## config.mk

```make
export PLATFORM = sky130hd
export DESIGN_NAME = branch_sequencer
export DESIGN_NICKNAME = d
export VERILOG_FILES = /design/src/rtl/branch_sequencer.sv
export SDC_FILE = /design/constraint.sdc
export NUM_CORES = 1
export LEC_CHECK = 0
export ABC_AREA = 1
export CORE_MARGIN = 3
export CORE_UTILIZATION = 21
export DETAILED_ROUTE_END_ITERATION = 16
export MAX_ROUTING_LAYER = met4
export PLACE_DENSITY = 0.79
export REMOVE_ABC_BUFFERS = 1
export SETUP_SLACK_MARGIN = 0.2
export SLEW_MARGIN = 40
export SYNTH_ARGS = -nofsm -noshare
export SYNTH_HDL_FRONTEND = slang
export SYNTH_SLANG_ARGS = --single-unit
```

## constraint.sdc

```tcl
create_clock -name Clock -period 1.18 [get_ports Clock]
set_clock_uncertainty 0.15 [all_clocks]
set_input_delay 0.236 -clock Clock [delete_from_list [all_inputs] [get_ports Clock]]
set_output_delay 0.236 -clock Clock [all_outputs]
set_load 0.05 [all_outputs]
```

## src/rtl/branch_sequencer.sv

```systemverilog
// Fetch + conditional-branch control sequencer: drives T0-T6 strobes and gates PCin in T6.
// Optional macro BRANCH_SKIP_NOT_TAKEN_EN: not-taken branches jump T3 -> DONE.
module branch_sequencer #(
    parameter int unsigned DATA_WIDTH = 32,
    parameter logic [4:0]  BRANCH_OP  = 5'b10010,
    parameter int unsigned C2_LSB     = 19
) (
    input  logic                  Clock,
    input  logic                  Clear,
    input  logic                  start,
    input  logic                  mem_ready,
    input  logic [31:0]           ir_in,
    input  logic [DATA_WIDTH-1:0] bus_in,
    output logic                  PCout,
    output logic                  MARin,
    output logic                  Read,
    output logic                  MDRin,
    output logic                  IncPC,
    output logic                  IRin,
    output logic                  Gra,
    output logic                  Rout,
    output logic                  CONin,
    output logic                  Yin,
    output logic                  Cout,
    output logic                  Zin,
    output logic                  ZLOout,
    output logic                  PCin,
    output logic                  busy,
    output logic                  done,
    output logic                  taken,
    output logic                  illegal
);

    typedef enum logic [3:0] {
        StIdle = 4'd0,
        StT0   = 4'd1,
        StT1   = 4'd2,
        StT2   = 4'd3,
        StT3   = 4'd4,
        StT4   = 4'd5,
        StT5   = 4'd6,
        StT6   = 4'd7,
        StDone = 4'd8
    } state_e;

    state_e     r_state;
    state_e     w_state_next;
    logic       r_con;
    logic       r_illegal;
    logic [1:0] w_c2;
    logic       w_opcode_ok;
    logic       w_cond;
    logic       w_ir_unused;

    assign w_c2        = ir_in[C2_LSB+1:C2_LSB];
    assign w_opcode_ok = (ir_in[31:27] == BRANCH_OP);
    // Only the opcode and C2 fields are decoded here; the rest belongs to the datapath.
    assign w_ir_unused = ^ir_in;

    always_comb begin
        w_cond = 1'b0;
        case (w_c2)
            2'b00:   w_cond = (bus_in == '0);
            2'b01:   w_cond = (bus_in != '0);
            2'b10:   w_cond = ~bus_in[DATA_WIDTH-1];
            2'b11:   w_cond = bus_in[DATA_WIDTH-1];
            default: w_cond = 1'b0;
        endcase
    end

    always_comb begin
        w_state_next = r_state;
        case (r_state)
            StIdle: begin
                if (start) begin
                    w_state_next = StT0;
                end
            end
            StT0: w_state_next = StT1;
            StT1: begin
                if (mem_ready) begin
                    w_state_next = StT2;
                end
            end
            StT2: w_state_next = StT3;
            StT3: begin
                if (!w_opcode_ok) begin
                    w_state_next = StIdle;
                end else begin
`ifdef BRANCH_SKIP_NOT_TAKEN_EN
                    w_state_next = w_cond ? StT4 : StDone;
`else
                    w_state_next = StT4;
`endif
                end
            end
            StT4:    w_state_next = StT5;
            StT5:    w_state_next = StT6;
            StT6:    w_state_next = StDone;
            StDone:  w_state_next = StIdle;
            default: w_state_next = StIdle;
        endcase
    end

    always_ff @(posedge Clock or posedge Clear) begin
        if (Clear) begin
            r_state   <= StIdle;
            r_con     <= 1'b0;
            r_illegal <= 1'b0;
        end else begin
            r_state   <= w_state_next;
            r_illegal <= (r_state == StT3) && !w_opcode_ok;
            // An illegal opcode leaves the previous branch result visible on taken.
            if ((r_state == StT3) && w_opcode_ok) begin
                r_con <= w_cond;
            end
        end
    end

    always_comb begin
        PCout  = 1'b0;
        MARin  = 1'b0;
        Read   = 1'b0;
        MDRin  = 1'b0;
        IncPC  = 1'b0;
        IRin   = 1'b0;
        Gra    = 1'b0;
        Rout   = 1'b0;
        CONin  = 1'b0;
        Yin    = 1'b0;
        Cout   = 1'b0;
        Zin    = 1'b0;
        ZLOout = 1'b0;
        PCin   = 1'b0;
        done   = 1'b0;
        case (r_state)
            StT0: begin
                PCout = 1'b1;
                MARin = 1'b1;
            end
            StT1: begin
                Read  = 1'b1;
                MDRin = 1'b1;
                PCin  = 1'b1;
                IncPC = 1'b1;
            end
            StT2: IRin = 1'b1;
            StT3: begin
                Gra   = 1'b1;
                Rout  = 1'b1;
                CONin = 1'b1;
            end
            StT4: begin
                PCout = 1'b1;
                Yin   = 1'b1;
            end
            StT5: begin
                Cout = 1'b1;
                Zin  = 1'b1;
            end
            StT6: begin
                ZLOout = 1'b1;
                PCin   = r_con;
            end
            StDone:  done = 1'b1;
            default: ;
        endcase
    end

    assign busy    = (r_state != StIdle);
    assign taken   = r_con;
    assign illegal = r_illegal;

endmodule

```

==> results of run 1 <==
## routing by layer
layer	GRT usage, %	vias up	routed length, um
li1	-	449	-
met1	13.8	396	813
met2	27.3	62	1370
met3	2.63	9	248
met4	8.94	0	84
met5	-	-	0
## critical path: stages (launching register included)
cell     delay [ns]
dfrtp_1        0.44
nor2_4         0.16
inv_4          0.07
nor3_4         0.15
nand2_1        0.09
nand2_2        0.09
buf_12         0.14
## how the worst min path moves through the flow
| stage | depth (start not counted) | slack (ns) | startpoint | endpoint |
|---|---|---|---|---|
| floorplan | 1 | -0.12 | Clear | illegal$_DFF_PP0_ |
| global placement | 2 | 0.32 | Clear | illegal$_DFF_PP0_ |
| detailed placement | 2 | 0.33 | Clear | r_state[0]$_DFFE_PP0P_ |
| CTS | 2 | 0.07 | Clear | r_state[0]$_DFFE_PP0P_ |
| global route | 2 | 0.10 | Clear | illegal$_DFF_PP0_ |
| finish | 2 | 0.08 | Clear | r_state[3]$_DFFE_PP0P_ |
## timing repair
item | in CTS | in global routing
buffers inserted | 6 | 2
setup endpoints to repair | 24 | 24
pin swaps | 4 | 4
resized for setup | 20 | 9
## metrics by stage
step	setup slack, ns	setup TNS (ns)	utilization, %	instance area [um^2]
global placement	-0.376	-5.08	56.8	1450
CTS	-0.562	-9.18	61.9	1580
floorplan	-0.924	-11.07	-	542
finish	-0.588	-9.95	63.8	1620
detailed placement	-0.415	-5.56	56.8	1450
global route	-0.642	-11.38	63.8	1620
## kinds of logic (layout without fill, tap and decap cells)
kind of cell,after synthesis,count (layout)
DFF,6,6
AOI/OAI and AO/OA,7,7
buffers and inverters,19,98
and+or+nand+nor,65,65
## final cells by class
class | count | area, um^2 | area share [%]
tap | 30 | 37.5 | 2.31
timing repair buffer | 81 | 945 | 58.2
inverter | 14 | 62.6 | 3.86
sequential | 6 | 151 | 9.33
clock buffer | 3 | 22.5 | 1.39
multi-input combinational | 72 | 404 | 24.9
## synth_stat cells
master | instances | area, um^2
nor3_1 | 2 | 10.0
a22oi_1 | 1 | 7.51
buf_4 | 5 | 37.5
nand3_1 | 2 | 10.0
inv_1 | 6 | 22.5
o21ai_0 | 2 | 10.0
nor2_2 | 3 | 18.8
nor3_2 | 1 | 10.0
dfrtp_1 | 6 | 150
a31oi_1 | 1 | 6.26
o21ai_1 | 1 | 5.00
nand2_1 | 20 | 75.1
nand3_2 | 1 | 10.0
inv_2 | 8 | 30.0
o21ai_2 | 1 | 8.76
nor2_1 | 33 | 124
o221ai_2 | 1 | 15.0
nand2_2 | 1 | 6.26
nor2_4 | 2 | 22.5
## cells in the final DEF, fill, tap and decap left out, drive strengths merged
cell and instances:
nand3 3, buf 39, dfrtp 6, nand2 21, a22oi 1, nor3 3
clkbuf 3, inv 14, o21ai 4, nor2 38, clkdlybuf4s50 42, a31oi 1
o221ai 1
## report_power, final
part | leakage, nW | internal, mW | switching (mW) | total (mW)
clock | 0.0138 | 0.116 | 0.0841 | 0.200
sequential | 0.0780 | 0.274 | 0.0772 | 0.351
combinational | 0.624 | 1.24 | 1.44 | 2.68
total | 0.716 | 1.63 | 1.60 | 3.23
## state kept, by name, indices dropped and copies added, names as in the netlist
name	count
illegal	1
r_state	4
taken	1
==> key figures, run 1 <==
Outcome
  – Outcome: finished, violations left
  – Failing checks: setup timing

Synth
  – Netlist cell types: 19
  – Mux cell area share after synthesis: 0%
  – Largest family of logic cells by synthesized area: simple AND/OR/NAND/NOR gates
  – #FFs+latches synth: 6
  – Area share of fa/ha/maj cells after synthesis: 0%
  – Fraction of the mapped netlist area in simple logic gates: 49.5%
  – Register area share after synthesis: 25.9%
  – Post-Synthesis Cells: 97
  – Synth Area per Inst: 5.97 um^2
  – Synth warn: 0
  – Post-synthesis cell area: 579 um^2
  – Xor/xnor share of the synthesized area: 0%
  – Compound-Gate Fraction of Synth Area: 9.07%

Timing
  – Period Utilization, post-route: 150%
  – Final Hold Viols: 0
  – Slew HR: 82.9%
  – Hold WS: 0.0795 ns
  – Final setup violation count: 22
  – FMAX: 565 MHz
  – Fin crit period: 1.77 ns
  – Slew @ Worst Pin: 0.255 ns
  – Final slew viol count: 0
  – Final setup margin: -0.588 ns
  – Unrepaired setup endpoints after global routing: yes

Setup path
  – CP Max Fanout: 5
  – R2R Path Start: r_state[1]$_DFFE_PP0P_
  – WS Path Type: reg2out
  – FF-to-FF End: r_state[0]$_DFFE_PP0P_
  – CP Capture Type: output pin
  – CP startpoint: r_state[3]$_DFFE_PP0P_
  – Critical Path Start Type: register
  – Worst R2R Setup Slack: -0.46 ns
  – Data arrival, critical path: 1.38 ns
  – Req. time, crit path: 0.79 ns
  – R2R depth: 11
  – Worst Setup EP: PCin

CTS
  – Hold Buf Count CTS: 0
  – Skew-Pair Late Insertion Delay: 0.25 ns
  – Clock transition at path regs: 0.05 ns
  – Clock sink count: 6
  – Max Buffers Root-to-Sink: 2
  – Total CTS buffers: 3
  – CTS tree: yes
  – CTS root buf: clkbuf_4
  – H-tree depth: 1

Route
  – Routed WL per cell: 12.2 um
  – # DRC: 0
  – Drt initial violations: 19
  – Via count: 916
  – Drt first pass iters: 5
  – Routed WL: 2510 um
  – Antenna-violating nets left: 0
  – Vias/cell: 4.45

Global routing
  – Aggregate global-route resource usage: 14.7%
  – Initial antenna violation count: 0
  – Gr ovfl total: 0
  – Vias in the first global route: 924
  – Largest net degree at the start of global routing: 7
  – First-pass GRT wire length: 3730 um

Layout
  – Area grow syn2layout: 180%
  – Fill cells: 205
  – Ant. Diodes: 0
  – Nets: 246
  – Final Non-Filler Cells: 206
  – Layout cells sized above 1: 41.5%

Place
  – IO buf count: 60
  – Routability-driven placement congestion ratio: 0.828
  – Final HPWL DP: 1830 um
  – Dpl cells: 195

Hold path
  – Type of the worst min-delay path: in2async

Pwr
  – Tot Pwr: 3.23 mW
  – PD cells: 1990 mW/mm^2
  – Leakage: 0.716 nW
  – Peak VDD IR: 1.94 mV

Die
  – Core area: 0.00254 mm^2
  – Die H: 58.5 um
  – Total Die Area: 0.00342 mm^2
  – Die X: 58.5 um
  – # rows: 18
  – I/O Pins: 86
  – Starting density of the core: 22.8%

Run
  – Max-cap violations: 0
Note: power is estimated with default switching activity, not from simulation.
==> run 2, diff against run 1 <==
Settings changed: CORE_MARGIN 3 to not set.
==> key figures, run 2 (synthesized netlist as in run 1, its figures left out) <==
Die
  – # rows: 18
  – Total Die Area: 0.00297 mm^2
  – Die H: 54.5 um
  – Starting density of the core: 22.8%
  – I/O Pins: 86
  – Die X: 54.5 um
  – Core area: 0.00254 mm^2

Timing
  – Setup tns final: -10.53 ns
  – Slew HR: 83.3%
  – Period Utilization, post-route: 160%
  – Hold WS: 0.0671 ns
  – Final slew viol count: 0
  – Final setup margin: -0.704 ns
  – Final setup violation count: 23
  – Slew @ Worst Pin: 0.251 ns
  – FMAX: 531 MHz
  – Fin crit period: 1.88 ns
  – Unrepaired setup endpoints after global routing: yes
  – Final Hold Viols: 0

CTS
  – Hold Buf Count CTS: 0
  – Clock transition at path regs: 0.05 ns
  – Skew-Pair Late Insertion Delay: 0.25 ns
  – Max Buffers Root-to-Sink: 2
  – H-tree depth: 1
  – Clock sink count: 6
  – CTS root buf: clkbuf_4
  – CTS tree: yes
  – Total CTS buffers: 3

Place
  – Dpl cells: 195
  – Routability-driven placement congestion ratio: 0.797
  – IO buf count: 60
  – Pre-CTS setup slack: -0.436 ns
  – Post-DP Area: 0.00145 mm^2
  – Final HPWL DP: 1870 um

Layout
  – Ant. Diodes: 0
  – Final Non-Filler Cells: 211
  – Fill cells: 190
  – Most common cell after layout, fill and taps aside: clkdlybuf4s50_1
  – Nets: 251
  – Layout cells sized above 1: 43.6%
  – Area grow syn2layout: 193%
  – Biggest register: r_state
  – Cell area after layout: 0.00170 mm^2
  – Final core utilization: 66.7%
  – Most frequent cells in the layout: clkdlybuf4s50_1, nor2_1, buf_4, nand2_1, buf_12
  – Max reg flops: 4

Pwr
  – Peak VDD IR: 2.05 mV
  – Seq pwr share: 10.8%
  – Tot Pwr: 3.47 mW
  – PD cells: 2040 mW/mm^2
  – Leakage: 0.752 nW
  – Internal power: 1.76 mW
  – Logic pwr share: 83.4%
  – Switching Power: 1.71 mW
  – Net Sw Frac: 49.3%
  – Clock Power Share: 5.8%

Route
  – Drt initial violations: 10
  – Routed WL per cell: 12.6 um
  – # DRC: 0
  – Vias/cell: 4.49
  – Routed WL: 2650 um
  – Via count: 948
  – Antenna-violating nets left: 0
  – Drt first pass iters: 5

Setup path
  – Critical Path Start Type: register
  – Req. time, crit path: 0.79 ns
  – Data arrival, critical path: 1.50 ns
  – CP Max Fanout: 3
  – WS Path Type: reg2out
  – Slowest CP cell: dfrtp_1
  – CP Capture Type: output pin
  – CP cell instances: nor2_2, inv_2, nor3_2, buf_4, buf_12
  – CP max stage delay: 0.43 ns

Hold path
  – Type of the worst min-delay path: in2async

Global routing
  – Largest net degree at the start of global routing: 7
  – Aggregate global-route resource usage: 18.9%
  – Vias in the first global route: 950
  – Gr ovfl total: 0
  – First-pass GRT wire length: 3840 um
  – Initial antenna violation count: 0

Outcome
  – Failing checks: setup timing
  – Outcome: finished, violations left

Run
  – Max-cap violations: 0
run 2: cell types whose count changed in the layout (fill, tap and decap cells not counted), sizes merged:
cell,change
buf,+5
run 2: what timing repair did:
action                     in CTS  in global routing
setup endpoints to repair      24                 24
setup buffers                   8                  5
pin swaps                       3                  5
resized for setup              30                  6
run 2: final timing paths:
check / start / to / slack, ns / depth (start not counted)
min: Clear / illegal$_DFF_PP0_ / 0.07 / 2
max reg2reg: r_state[2]$_DFFE_PP0P_ / r_state[0]$_DFFE_PP0P_ / -0.42 / 11
min in group Clock: ir_in[31] / illegal$_DFF_PP0_ / 0.47 / 2
max: r_state[3]$_DFFE_PP0P_ / IRin / -0.70 / 5
min reg2reg: taken$_DFFE_PP0P_ / taken$_DFFE_PP0P_ / 0.52 / 3
max in group asynchronous: Clear / r_state[0]$_DFFE_PP0P_ / 0.59 / 2
run 2: layout make-up:
type                    instances  area (um^2)  area share [%]
flip-flops and latches          6          151            8.92
clock buffers                   3         22.5            1.33
well taps                      30         37.5            2.21
multi-input cells              72          420            24.8
repair buffers                 86          998            58.8
inverters                      14         67.6            3.98
run 2: routing by layer:
layer  GRT usage (%)  vias to the layer above  share of wire [%]
li1                -                      459                  -
met1            16.8                      420                 34
met2            37.2                       61                 56
met3            2.78                        8                6.9
met4            10.7                        0                3.1
met5               -                        -                  0
run 2: power by group through the flow:
| stage | Clock, mW | Sequential (mW) | Combinational (mW) |
|---|---|---|---|
| 2_1_floorplan | 0 | 0.375 | 1.06 |
| 3_3_place_gp | 0 | 0.334 | 2.25 |
| 3_5_place_dp | 0 | 0.337 | 2.30 |
| 4_1_cts | 0.197 | 0.351 | 2.69 |
| 5_1_grt | 0.218 | 0.376 | 3.03 |
| 6_report | 0.200 | 0.375 | 2.89 |
run 2: worst max-delay path, delay by kind of cell, from the launching register on:
kind	cells	cell delay (ns)
AND/OR/NAND/NOR	2	0.41
flip-flops	1	0.43
buffers and inverters	3	0.41
==> run 3, diff against run 2 <==
Settings changed: CORE_MARGIN set to 3, CTS_CLUSTER_DIAMETER set to 100.
==> results of run 3 <==
Final layout, timing and power as in run 1 (identical DEF).
